--- config.mk ---
export PLATFORM = sky130hd
export DESIGN_NAME = fir_decimator
export DESIGN_NICKNAME = d
export VERILOG_FILES = /design/src/rtl/fir_decimator.sv
export SDC_FILE = /design/constraint.sdc
export NUM_CORES = 1
export LEC_CHECK = 0
export BUFFER_PORTS_ARGS = -buffer_cell sky130_fd_sc_hd__buf_4
export CAP_MARGIN = 20
export CORE_AREA = 2 2 100 102
export DETAILED_ROUTE_END_ITERATION = 6
export DIE_AREA = 0 0 102 104
export PLACE_DENSITY = 0.77
export SYNTH_ARGS = -nofsm -noshare
export SYNTH_HDL_FRONTEND = slang
export SYNTH_SLANG_ARGS = --single-unit
--- constraint.sdc ---
create_clock -name clk_i -period 3.25 [get_ports clk_i]
set_input_delay 0.65 -clock clk_i [delete_from_list [all_inputs] [get_ports clk_i]]
set_output_delay 0.65 -clock clk_i [all_outputs]
set_load 0.01 [all_outputs]
--- src/rtl/fir_decimator.sv ---
// Integrate-and-dump decimator with a rounded average per group of DECIM samples,
// buffered in a small output FIFO with a valid/ready handshake and a sticky drop flag.
module fir_decimator #(
  parameter int unsigned DATA_WIDTH = 16,
  parameter int unsigned DECIM      = 4,
  parameter int unsigned FIFO_DEPTH = 4
) (
  input  logic                          clk_i,
  input  logic                          rst_ni,
  input  logic                          flush_i,
  input  logic                          in_valid_i,
  input  logic [DATA_WIDTH-1:0]         in_data_i,
  output logic                          out_valid_o,
  input  logic                          out_ready_i,
  output logic [DATA_WIDTH-1:0]         out_data_o,
  output logic [$clog2(FIFO_DEPTH):0]   fifo_level_o,
  output logic                          overflow_o
);

  localparam int unsigned ShW  = $clog2(DECIM);
  localparam int unsigned AccW = DATA_WIDTH + ShW;
  localparam int unsigned PtrW = $clog2(FIFO_DEPTH);
  localparam int unsigned LvlW = PtrW + 1;

  if (DECIM < 2 || DECIM > 256 || (DECIM & (DECIM - 1)) != 0) begin : g_bad_decim
    $error("DECIM must be a power of two in 2..256");
  end
  if (FIFO_DEPTH < 2 || FIFO_DEPTH > 64 || (FIFO_DEPTH & (FIFO_DEPTH - 1)) != 0) begin : g_bad_depth
    $error("FIFO_DEPTH must be a power of two in 2..64");
  end

  logic [AccW-1:0]       acc_q, acc_d;
  logic [ShW-1:0]        phase_q, phase_d;
  logic [PtrW-1:0]       wr_ptr_q, wr_ptr_d, rd_ptr_q, rd_ptr_d;
  logic [LvlW-1:0]       level_q, level_d;
  logic                  overflow_q, overflow_d;
  logic [DATA_WIDTH-1:0] mem_q [FIFO_DEPTH];

  logic [AccW-1:0]       in_ext, acc_sum, rnd_sum;
  logic [DATA_WIDTH-1:0] result;
  logic                  last_phase, push_req, push, pop, full;
  logic                  unused_rnd_bits;

  // The full group sum plus the rounding term always fits in AccW bits.
  always_comb begin
    in_ext     = {{ShW{in_data_i[DATA_WIDTH-1]}}, in_data_i};
    acc_sum    = acc_q + in_ext;
    rnd_sum    = acc_sum + AccW'(DECIM / 2);
    result     = rnd_sum[AccW-1:ShW];
    last_phase = (phase_q == ShW'(DECIM - 1));
  end

  assign unused_rnd_bits = ^rnd_sum[ShW-1:0];

  always_comb begin
    full     = (level_q == LvlW'(FIFO_DEPTH));
    push_req = in_valid_i && last_phase && !flush_i;
    pop      = out_valid_o && out_ready_i && !flush_i;
    push     = push_req && (!full || pop);

    acc_d      = acc_q;
    phase_d    = phase_q;
    wr_ptr_d   = wr_ptr_q;
    rd_ptr_d   = rd_ptr_q;
    level_d    = level_q;
    overflow_d = overflow_q;

    if (flush_i) begin
      acc_d      = '0;
      phase_d    = '0;
      wr_ptr_d   = '0;
      rd_ptr_d   = '0;
      level_d    = '0;
      overflow_d = 1'b0;
    end else begin
      if (in_valid_i) begin
        if (last_phase) begin
          acc_d   = '0;
          phase_d = '0;
        end else begin
          acc_d   = acc_sum;
          phase_d = phase_q + ShW'(1);
        end
      end
      if (push) wr_ptr_d = wr_ptr_q + PtrW'(1);
      if (pop)  rd_ptr_d = rd_ptr_q + PtrW'(1);
      if (push && !pop) begin
        level_d = level_q + LvlW'(1);
      end else if (pop && !push) begin
        level_d = level_q - LvlW'(1);
      end
      if (push_req && !push) overflow_d = 1'b1;
    end
  end

  always_ff @(posedge clk_i or negedge rst_ni) begin
    if (!rst_ni) begin
      acc_q      <= '0;
      phase_q    <= '0;
      wr_ptr_q   <= '0;
      rd_ptr_q   <= '0;
      level_q    <= '0;
      overflow_q <= 1'b0;
    end else begin
      acc_q      <= acc_d;
      phase_q    <= phase_d;
      wr_ptr_q   <= wr_ptr_d;
      rd_ptr_q   <= rd_ptr_d;
      level_q    <= level_d;
      overflow_q <= overflow_d;
    end
  end

  // Storage needs no reset: an entry is only visible once the level covers it.
  always_ff @(posedge clk_i) begin
    if (push) mem_q[wr_ptr_q] <= result;
  end

  assign out_valid_o  = (level_q != '0);
  assign out_data_o   = out_valid_o ? mem_q[rd_ptr_q] : '0;
  assign fifo_level_o = level_q;
  assign overflow_o   = overflow_q;

endmodule

==> impl_metrics.env, run 1 <==
export IMPL_synth_xor_area_frac=0.05766
export IMPL_dieArea_um2=10610
export IMPL_synthSimpleGateAreaFrac=0.1522
export IMPL_dpl_hpwl_mm=7.516
export IMPL_ys_flop_type="edfxtp_1"
export IMPL_synth_edff_count=64
export IMPL_vias=3479
export IMPL_final_setup_tns_ns=0
export IMPL_cp_end_kind="register"
export IMPL_start_kind="register"
export IMPL_ir_drop_mv=0.2320
export IMPL_synth_cells=407
export IMPL_grt_max_degree=29
export IMPL_yosys_area_top_type="edfxtp_1"
export IMPL_antenna_left=0
export IMPL_gp_congestion=0.9110
export IMPL_vias_per_cell=5.419
export IMPL_ctsRootBufferMaster="clkbuf_8"
export IMPL_fmax_mhz=319.4
export IMPL_syn_avg_cell_area_um2=12.26
export IMPL_start_util=0.5227
export IMPL_synth_most_common_cell="edfxtp_1"
export IMPL_dr_first_iter_drc_count=175
export IMPL_die_w_um=102
export IMPL_combPwrFrac=0.440
export IMPL_outcome="completed"
export IMPL_maxCapViolCount=0
export IMPL_cts_made_buffers=9
export IMPL_synth_seq_cells=92
export IMPL_synthArstFlopShare=0.3043
export IMPL_diodes=0
export IMPL_power_internal_w=0.002554
export IMPL_slew_headroom=0.4927
export IMPL_skew_ns=0.01368
export IMPL_power_density_nw_per_um2=631.8
export IMPL_core_area_um2=9549
export IMPL_hp_class="in2async"
export IMPL_synth_compound_area_frac=0.09175
export IMPL_period_share=0.9633
export IMPL_worst_hold_slack_ns=0.2077
export IMPL_num_rows=36
export IMPL_synthDistinctLibCells=56
export IMPL_design_area_um2=6095
export IMPL_yosys_warnings=0
export IMPL_cts_tree="done"
export IMPL_grt_pass1_vias=3500
export IMPL_sequentialPowerShare=0.382
export IMPL_critPathKind="reg2reg"
export IMPL_worstPathCellList="ha_1, a21oi_1, nor2_1, o311ai_1, buf_4, a21boi_0, o41a_1, xnor2_1, or4_1, xnor2_2"
export IMPL_arrival_ns=3.23
export IMPL_crit_fanout=4
export IMPL_final_nets=550
export IMPL_wire_per_inst_um=15.94
export IMPL_cts_sinks=92
export IMPL_crit_path_max_incr_delay_ns=0.57
export IMPL_ys_top_cells_by_area="edfxtp_1 39%, dfrtp_1 14%, mux4_2 7.2%"
export IMPL_ctsHtreeMaxLevel=3
export IMPL_p_clk_frac=0.178
export IMPL_clkTransAtPathRegs_ns=0.09
export IMPL_port_buffers=41
export IMPL_netlist_area_um2=4991
export IMPL_tightest_slew_ns=0.7609
export IMPL_finalHoldViolations=0
export IMPL_fin_crit_ns=3.131
export IMPL_setup_violations=0
export IMPL_drtPass1Iterations=4
export IMPL_gr_total_overflow=0
export IMPL_synth_common_cells="64 x edfxtp_1, 30 x nor2_1, 28 x dfrtp_1"
export IMPL_gr_usage_all_layers=0.2041
export IMPL_placed_area_um2=5864
export IMPL_drc=0
export IMPL_finish_utilization=0.6382
export IMPL_fillCellCount=772
export IMPL_grt_pass1_wl_mm=16.70
export IMPL_hold_buffers=0
export IMPL_power_switching_w=0.001296
export IMPL_synth_fp_nets=453
export IMPL_crit_required_ns=3.34
export IMPL_ios=42
export IMPL_synth_top_cell_area_share=0.3851
export IMPL_antenna_found_initial=0
export IMPL_fp_dieH_um=104
export IMPL_wl_mm=10.24
export IMPL_seq_area_frac_synth=0.5254
export IMPL_synth_top_family_by_area="simple AND/OR/NAND/NOR gates"
export IMPL_area_growth_pct=22.11
export IMPL_drv_slew=0
export IMPL_p_leak_nw=2.496
export IMPL_drive_gt1_frac=0.3065
export IMPL_worstSkewPairLatency_ns=0.36
export IMPL_critical_path_slowest_cell="or4_1"
export IMPL_clockBufferDepth=2
export IMPL_muxShareOfSynthArea=0.07822
export IMPL_swShare=0.3366
export IMPL_yosys_area_share_adder=0.06568
flip-flops by register name, summed over array words and instances (netlist names):
signal / count
acc_q: 18
wr_ptr_q: 2
rd_ptr_q: 2
phase_q: 2
fifo_level_o: 3
mem_q: 64
overflow_o: 1
kinds of logic after synthesis:
logic type                 count (synthesis)
AOI/OAI and AO/OA                         65
and+or+nand+nor                          139
adders and majority gates                 25
DFF                                       92
xor gates and xnor gates                  32
buffers and inverters                     35
muxes                                     19
area by class of cell:
type | instances | area, um2 | area share
clock buffers | 11 | 141.4 | 0.02320
well taps | 133 | 166.4 | 0.02730
inverters | 18 | 67.56 | 0.01109
clock inverters | 5 | 37.54 | 0.006159
repair buffers | 103 | 773.2 | 0.1269
multi-input cells | 280 | 2286 | 0.3751
flip-flops and latches | 92 | 2623 | 0.4303
power by group through the flow:
stage               clock network, W  registers, W  logic [W]
detailed placement                 0       0.00149    0.00167
finish                      0.000685       0.00147    0.00169
global route                0.000746       0.00148    0.00187
floorplan                          0       0.00148    0.00101
CTS                         0.000703       0.00147    0.00167
global placement                   0       0.00149    0.00162
cell usage in the layout (no fill, tap or decap), types with 3 or more instances in the layout:
master,netlist,final
o21ai_1,3,5
xnor2_1,20,18
nand3_2,3,3
nor3b_1,4,3
and2_1,23,23
buf_4,0,103
a21oi_1,11,10
and3_1,5,5
o21ai_0,14,12
nor2_1,30,30
mux2i_1,3,3
nor3_1,11,9
o211ai_1,3,3
clkbuf_8,0,10
nand3_1,12,12
nand2_1,27,27
or3_1,3,3
ha_1,23,22
dfrtp_1,28,28
inv_1,18,18
a21o_1,4,4
mux4_2,16,16
a22o_1,11,11
xor2_1,11,10
xnor2_2,1,3
edfxtp_1,64,64
routing by layer:
layer / GRT usage / vias to the layer above / part of all wire / wire length, um
li1: - / 1703 / - / -
met1: 0.2778 / 1702 / 0.45 / 4607
met2: 0.3379 / 59 / 0.50 / 5158
met3: 0.02419 / 15 / 0.029 / 298
met4: 0.07048 / 0 / 0.017 / 169
met5: 0 / - / 0 / 0
worst max-delay path, delay by kind of cell (launching register included):
family,cells,cell delay [ns]
AO/OA/AOI/OAI,4,0.95
AND/OR/NAND/NOR,2,0.66
flip-flops,1,0.42
XOR/XNOR,2,0.35
adder cells (fa/ha/maj),1,0.31
buffers and inverters,1,0.17
final timing paths:
| path | from | cells past startpoint | slack, ns | to |
|---|---|---|---|---|
| hold reg to reg | phase_q[0] | 1 | 0.51 | phase_q[0] |
| hold / removal | rst_ni | 1 | 0.21 | acc_q[3] |
| min in group clk_i | phase_q[0] | 1 | 0.51 | phase_q[0] |
| setup / recovery | acc_q[1] | 10 | 0.12 | mem_q[0][15] |
| setup reg to reg | acc_q[1] | 10 | 0.12 | mem_q[0][15] |
| max in group asynchronous | rst_ni | 1 | 2.73 | fifo_level_o[0] |
metrics by stage:
stage / instances / setup WS (ns) / power, W
2_1_floorplan: 407 / 0.008547 / 0.002495
3_3_place_gp: 625 / -0.2660 / 0.003111
3_5_place_dp: 625 / -0.2677 / 0.003164
4_1_cts: 641 / 0.05652 / 0.003848
5_1_grt: 642 / -0.01532 / 0.004095
6_report: 642 / 0.1191 / 0.003850
repair_timing:
item                                    CTS  global route
endpoints found under the setup margin    0            20
resized for setup                         0            12
endpoints found under the hold margin     0             0
setup buffers                             0             1
Power figures use the tool's default switching activity.
==> inputs of run 2 (changes only) <==
- clock period: 3.25 -> 2.78 ns (I/O delays scaled with it)
==> run 2 against run 1 <==
Register-to-register slack lost 0.36 ns. The run now ends with setup timing left. Power is 28% higher. Via count up 4.0%.
==> impl_metrics.env, run 2 (same netlist as run 1, synthesis figures left out) <==
export IMPL_outcome="finished with violations"
export IMPL_violations="setup timing"
export IMPL_wire_per_inst_um=16.80
export IMPL_period_share=1.085
export IMPL_p_leak_nw=2.653
export IMPL_crit_required_ns=2.87
export IMPL_cts_made_buffers=9
export IMPL_cts_sinks=92
export IMPL_dpl_hpwl_mm=7.751
export IMPL_clkTransAtPathRegs_ns=0.09
export IMPL_skew_ns=0.01189
export IMPL_gr_total_overflow=0
export IMPL_antenna_found_initial=0
export IMPL_crit_fanout=6
export IMPL_power_density_nw_per_um2=754.1
export IMPL_drv_slew=0
export IMPL_multi_input_comb_area_um2=2542
export IMPL_final_common_cell="buf_4"
export IMPL_dp_slack_ns=-0.5427
export IMPL_port_buffers=41
export IMPL_worst_hold_slack_ns=0.1189
export IMPL_ff2ff_setup_slack_ns=-0.24
export IMPL_drive_gt1_frac=0.3977
export IMPL_cp_end_kind="register"
export IMPL_slew_headroom=0.6208
export IMPL_die_w_um=102
export IMPL_finalHoldViolations=0
export IMPL_drc=0
export IMPL_ctsRootBufferMaster="clkbuf_8"
export IMPL_largest_register="mem_q"
export IMPL_grt_pass1_wl_mm=18.44
export IMPL_setup_violations=28
export IMPL_start_kind="register"
export IMPL_fmax_mhz=331.5
export IMPL_r2r_end="mem_q[0][14]"
export IMPL_diodes=0
export IMPL_start_util=0.5227
export IMPL_ios=42
export IMPL_dieArea_um2=10610
export IMPL_fin_crit_ns=3.017
export IMPL_gp_congestion=0.8919
export IMPL_maxCapViolCount=0
export IMPL_r2r_cells=9
export IMPL_r2r_start="acc_q[7]"
export IMPL_clockBufferDepth=2
export IMPL_grt_max_degree=29
export IMPL_final_nets=569
export IMPL_hp_class="in2async"
export IMPL_vias_per_cell=5.474
export IMPL_final_seq_area_um2=2623
export IMPL_hold_buffers=0
export IMPL_antenna_left=0
export IMPL_ir_drop_mv=0.2882
export IMPL_drtPass1Iterations=4
export IMPL_area_growth_pct=31.01
export IMPL_vias=3618
export IMPL_rsz0062_at_grt="yes"
export IMPL_fillCellCount=687
export IMPL_core_area_um2=9549
export IMPL_fp_dieH_um=104
export IMPL_worstSkewPairLatency_ns=0.35
export IMPL_startpoint="acc_q[7]"
export IMPL_wl_mm=11.11
export IMPL_largest_reg_flops=64
export IMPL_num_rows=36
export IMPL_crit_end="mem_q[0][14]"
export IMPL_tightest_slew_ns=0.5689
export IMPL_critPathKind="reg2reg"
export IMPL_ctsHtreeMaxLevel=3
export IMPL_setup_ws_ns=-0.2367
export IMPL_arrival_ns=3.11
export IMPL_gr_usage_all_layers=0.2243
export IMPL_dr_first_iter_drc_count=215
export IMPL_grt_pass1_vias=3803
export IMPL_final_cell_mix="120 x buf_4, 64 x edfxtp_1, 28 x nor2_1, 28 x dfrtp_1, 25 x nand2_1"
export IMPL_cts_tree="done"
==> run 2: changes by cell type in the layout (fill, tap and decap cells not counted), sizes merged <==
| cell | delta |
|---|---|
| clkinv | -1 |
| clkinvlp | -1 |
| inv | +1 |
| buf | +19 |
| bufinv | +2 |
| clkbuf | -1 |
==> run 2: area by class of cell <==
class	count	area share
flip-flops and latches	92	0.4011
multi-input cells	280	0.3888
repair buffers	122	0.1412
well taps	133	0.02545
clock buffers	10	0.01952
clock inverters	6	0.01320
inverters	18	0.01072
==> run 2: worst min-delay path by stage <==
stage / slack (ns) / end
after floorplan: 0.26 / acc_q[0]
after global placement: 0.48 / acc_q[15]
after detailed placement: 0.49 / overflow_o
after CTS: 0.11 / rd_ptr_q[0]
after global routing: 0.12 / acc_q[5]
final: 0.12 / acc_q[11]
==> run 2: worst max-delay path, stage by stage, from the launching register on <==
cell and delay [ns]:
dfrtp_1 0.41, ha_1 0.37, and2_2 0.27, a32oi_1 0.28, o211ai_1 0.15, a21oi_2 0.24, xnor2_2 0.15, nand3_2 0.13
or4_4 0.56, xor2_2 0.19
==> run 2: per-stage QoR <==
stage	cell area [um2]	instances	util	total power [W]	TNS, ns
2_1_floorplan	5052	407	-	0.002930	-1.917
4_1_cts	6454	659	0.6758	0.004901	-2.051
3_5_place_dp	5997	637	0.6280	0.003785	-13.48
6_report	6539	661	0.6847	0.004931	-3.503
5_1_grt	6539	661	0.6847	0.005229	-7.450
3_3_place_gp	5997	637	0.6280	0.003713	-9.954
==> run 2: per-layer routing <==
layer | vias up | GRT usage | share of wire
met3 | 18 | 0.04167 | 0.031
met2 | 88 | 0.3717 | 0.53
met1 | 1770 | 0.2943 | 0.42
li1 | 1742 | - | -
met5 | - | 0 | 0
met4 | 0 | 0.08000 | 0.019
==> run 2: repair_timing <==
| item | 4_1_cts | 5_1_grt |
|---|---|---|
| gates resized for setup | 35 | 14 |
| pin swaps | 8 | 5 |
| endpoints found under the setup margin | 33 | 38 |
| buffers inserted | 9 | 4 |
==> run 2: power breakdown <==
| part | internal (W) | leakage, nW | switching (W) | total (W) |
|---|---|---|---|---|
| registers | 0.00165 | 0.950 | 0.0000649 | 0.00172 |
| clock network | 0.000507 | 0.107 | 0.000456 | 0.000963 |
| logic | 0.00113 | 1.60 | 0.00112 | 0.00225 |
==> inputs of run 3 (changes only) <==
- CAP_MARGIN: 20 -> default
- CORE_AREA: 2 2 100 102 -> 2 2 93 95
- CTS_BUF_LIST: default -> sky130_fd_sc_hd__clkbuf_8
- DIE_AREA: 0 0 102 104 -> 0 0 95 97
- PLACE_DENSITY: 0.77 -> 0.84
- clock period: 2.78 -> 3.34 ns (I/O delays scaled with it)
==> run 3 against run 2 <==
The run now ends clean. Sequential share of layout area increased by 3.6 points. Critical path depth increased by 4. Count of clock-buffer cells in the layout decreased by 1. Final area decreased by 8.3%. Global-route usage increased by 1.9 points. Non-clock buffer count decreased by 26. Largest cell class unchanged.
==> impl_metrics.env, run 3 (same netlist as run 1, synthesis figures left out) <==
export IMPL_clockBufferDepth=2
export IMPL_fp_dieH_um=97
export IMPL_vias_per_cell=5.804
export IMPL_combPwrFrac=0.428
export IMPL_ctsRootBufferMaster="clkbuf_8"
export IMPL_final_nets=543
export IMPL_swShare=0.3395
export IMPL_ios=42
export IMPL_grt_pass1_wl_mm=17.11
export IMPL_finish_utilization=0.7373
export IMPL_slew_headroom=0.4779
export IMPL_worstSkewPairLatency_ns=0.35
export IMPL_power_internal_w=0.002521
export IMPL_diodes=0
export IMPL_ir_drop_mv=0.3297
export IMPL_dr_first_iter_drc_count=228
export IMPL_wl_mm=10.39
export IMPL_gp_congestion=0.8873
export IMPL_area_growth_pct=20.16
export IMPL_dp_slack_ns=-0.1845
export IMPL_cts_setup_buffers=0
export IMPL_placed_area_um2=5773
export IMPL_largest_register="mem_q"
export IMPL_num_rows=33
export IMPL_final_cells=607
export IMPL_gr_usage_all_layers=0.2437
export IMPL_drtPass1Iterations=5
export IMPL_cp_end_kind="register"
export IMPL_grt_pass1_vias=3530
export IMPL_start_kind="input port"
export IMPL_grt_max_degree=29
export IMPL_wire_per_inst_um=17.12
export IMPL_sequentialPowerShare=0.375
export IMPL_core_area_um2=8134
export IMPL_fmax_mhz=317.8
export IMPL_r2r_start="acc_q[1]"
export IMPL_startpoint="in_data_i[0]"
export IMPL_dieArea_um2=9215
export IMPL_drive_gt1_frac=0.2829
export IMPL_design_area_um2=5997
export IMPL_drc=0
export IMPL_globalRouteMet1Util=0.3285
export IMPL_vias=3523
export IMPL_ctsHtreeMaxLevel=3
export IMPL_period_share=0.9420
export IMPL_skew_ns=0.01174
export IMPL_worst_hold_slack_ns=0.2282
export IMPL_grt_util_met2=0.3977
export IMPL_setup_ws_ns=0.1936
export IMPL_cts_tree="done"
export IMPL_arrival_ns=3.22
export IMPL_die_w_um=95
export IMPL_cts_made_buffers=9
export IMPL_tightest_slew_ns=0.7831
export IMPL_largest_reg_flops=64
export IMPL_rsz0062_at_grt="no"
export IMPL_port_buffers=41
export IMPL_antenna_left=0
export IMPL_final_common_cell="buf_4"
export IMPL_hp_class="in2async"
export IMPL_finalHoldViolations=0
export IMPL_cts_sinks=92
export IMPL_fin_crit_ns=3.146
export IMPL_use_met3=0.03894
export IMPL_p_clk_frac=0.197
export IMPL_crit_required_ns=3.41
export IMPL_drv_slew=0
export IMPL_dpl_hpwl_mm=7.711
export IMPL_maxCapViolCount=0
export IMPL_start_util=0.6136
export IMPL_power_density_nw_per_um2=636.5
export IMPL_crit_fanout=4
export IMPL_gr_total_overflow=0
export IMPL_final_cell_mix="96 x buf_4, 64 x edfxtp_1, 30 x nor2_1"
export IMPL_critPathKind="in2reg"
export IMPL_antenna_found_initial=0
export IMPL_power_switching_w=0.001296
export IMPL_p_leak_nw=2.469
export IMPL_outcome="completed"
export IMPL_setup_violations=0
export IMPL_placed_cells=591
export IMPL_clkTransAtPathRegs_ns=0.09
export IMPL_top_usage_layer="met2"
==> run 3: worst paths after layout <==
path	cells after the start	end	slack (ns)
worst min register to register	2	acc_q[15]	0.51
worst min-delay path	1	acc_q[5]	0.23
max in group asynchronous	1	fifo_level_o[0]	2.82
min in group clk_i	2	acc_q[15]	0.51
worst max register to register	11	mem_q[2][15]	0.21
worst max-delay path	13	mem_q[2][15]	0.19
==> run 3: layout make-up <==
type / instances / area [um2]
fill: 499 / 2137
inverter: 18 / 67.56
clock buffer: 9 / 123.9
timing repair buffer: 96 / 720.7
clock inverter: 7 / 75.07
multi-input combinational: 280 / 2256
tap: 105 / 131.4
sequential: 92 / 2623
==> run 3: routing by layer <==
| layer | wire [um] | part of all wire | up-vias |
|---|---|---|---|
| met2 | 5140 | 0.49 | 99 |
| met5 | 0 | 0 | - |
| li1 | - | - | 1680 |
| met3 | 492 | 0.047 | 17 |
| met4 | 198 | 0.019 | 0 |
| met1 | 4561 | 0.44 | 1727 |
==> run 3: power by group through the flow <==
stage / combinational, W / sequential [W] / clock, W
after global routing: 0.00180 / 0.00144 / 0.000807
after floorplan: 0.000984 / 0.00144 / 0
after CTS: 0.00162 / 0.00143 / 0.000762
final: 0.00163 / 0.00143 / 0.000751
after global placement: 0.00155 / 0.00145 / 0
after detailed placement: 0.00161 / 0.00145 / 0
==> run 3: what timing repair did <==
| item | in CTS | in global routing |
|---|---|---|
| setup endpoints to repair | 0 | 4 |
| gates resized for setup | 0 | 4 |
| hold buffers | 0 | 0 |
==> run 3: critical path, stage by stage <==
cell and delay [ns]:
buf_4 0.11, ha_1 0.20, buf_4 0.14, a21oi_1 0.14, nor2_1 0.07, o311ai_1 0.26, buf_4 0.17, a21boi_0 0.08
o41a_1 0.36, buf_4 0.16, and4_1 0.19, nor3_1 0.49, xnor2_2 0.17
==> run 3: through the flow <==
step,setup TNS [ns],power [W]
2_1_floorplan,0,0.002425
6_report,0,0.003817
5_1_grt,0,0.004046
3_3_place_gp,-0.6412,0.002999
3_5_place_dp,-1.677,0.003070
4_1_cts,0,0.003817
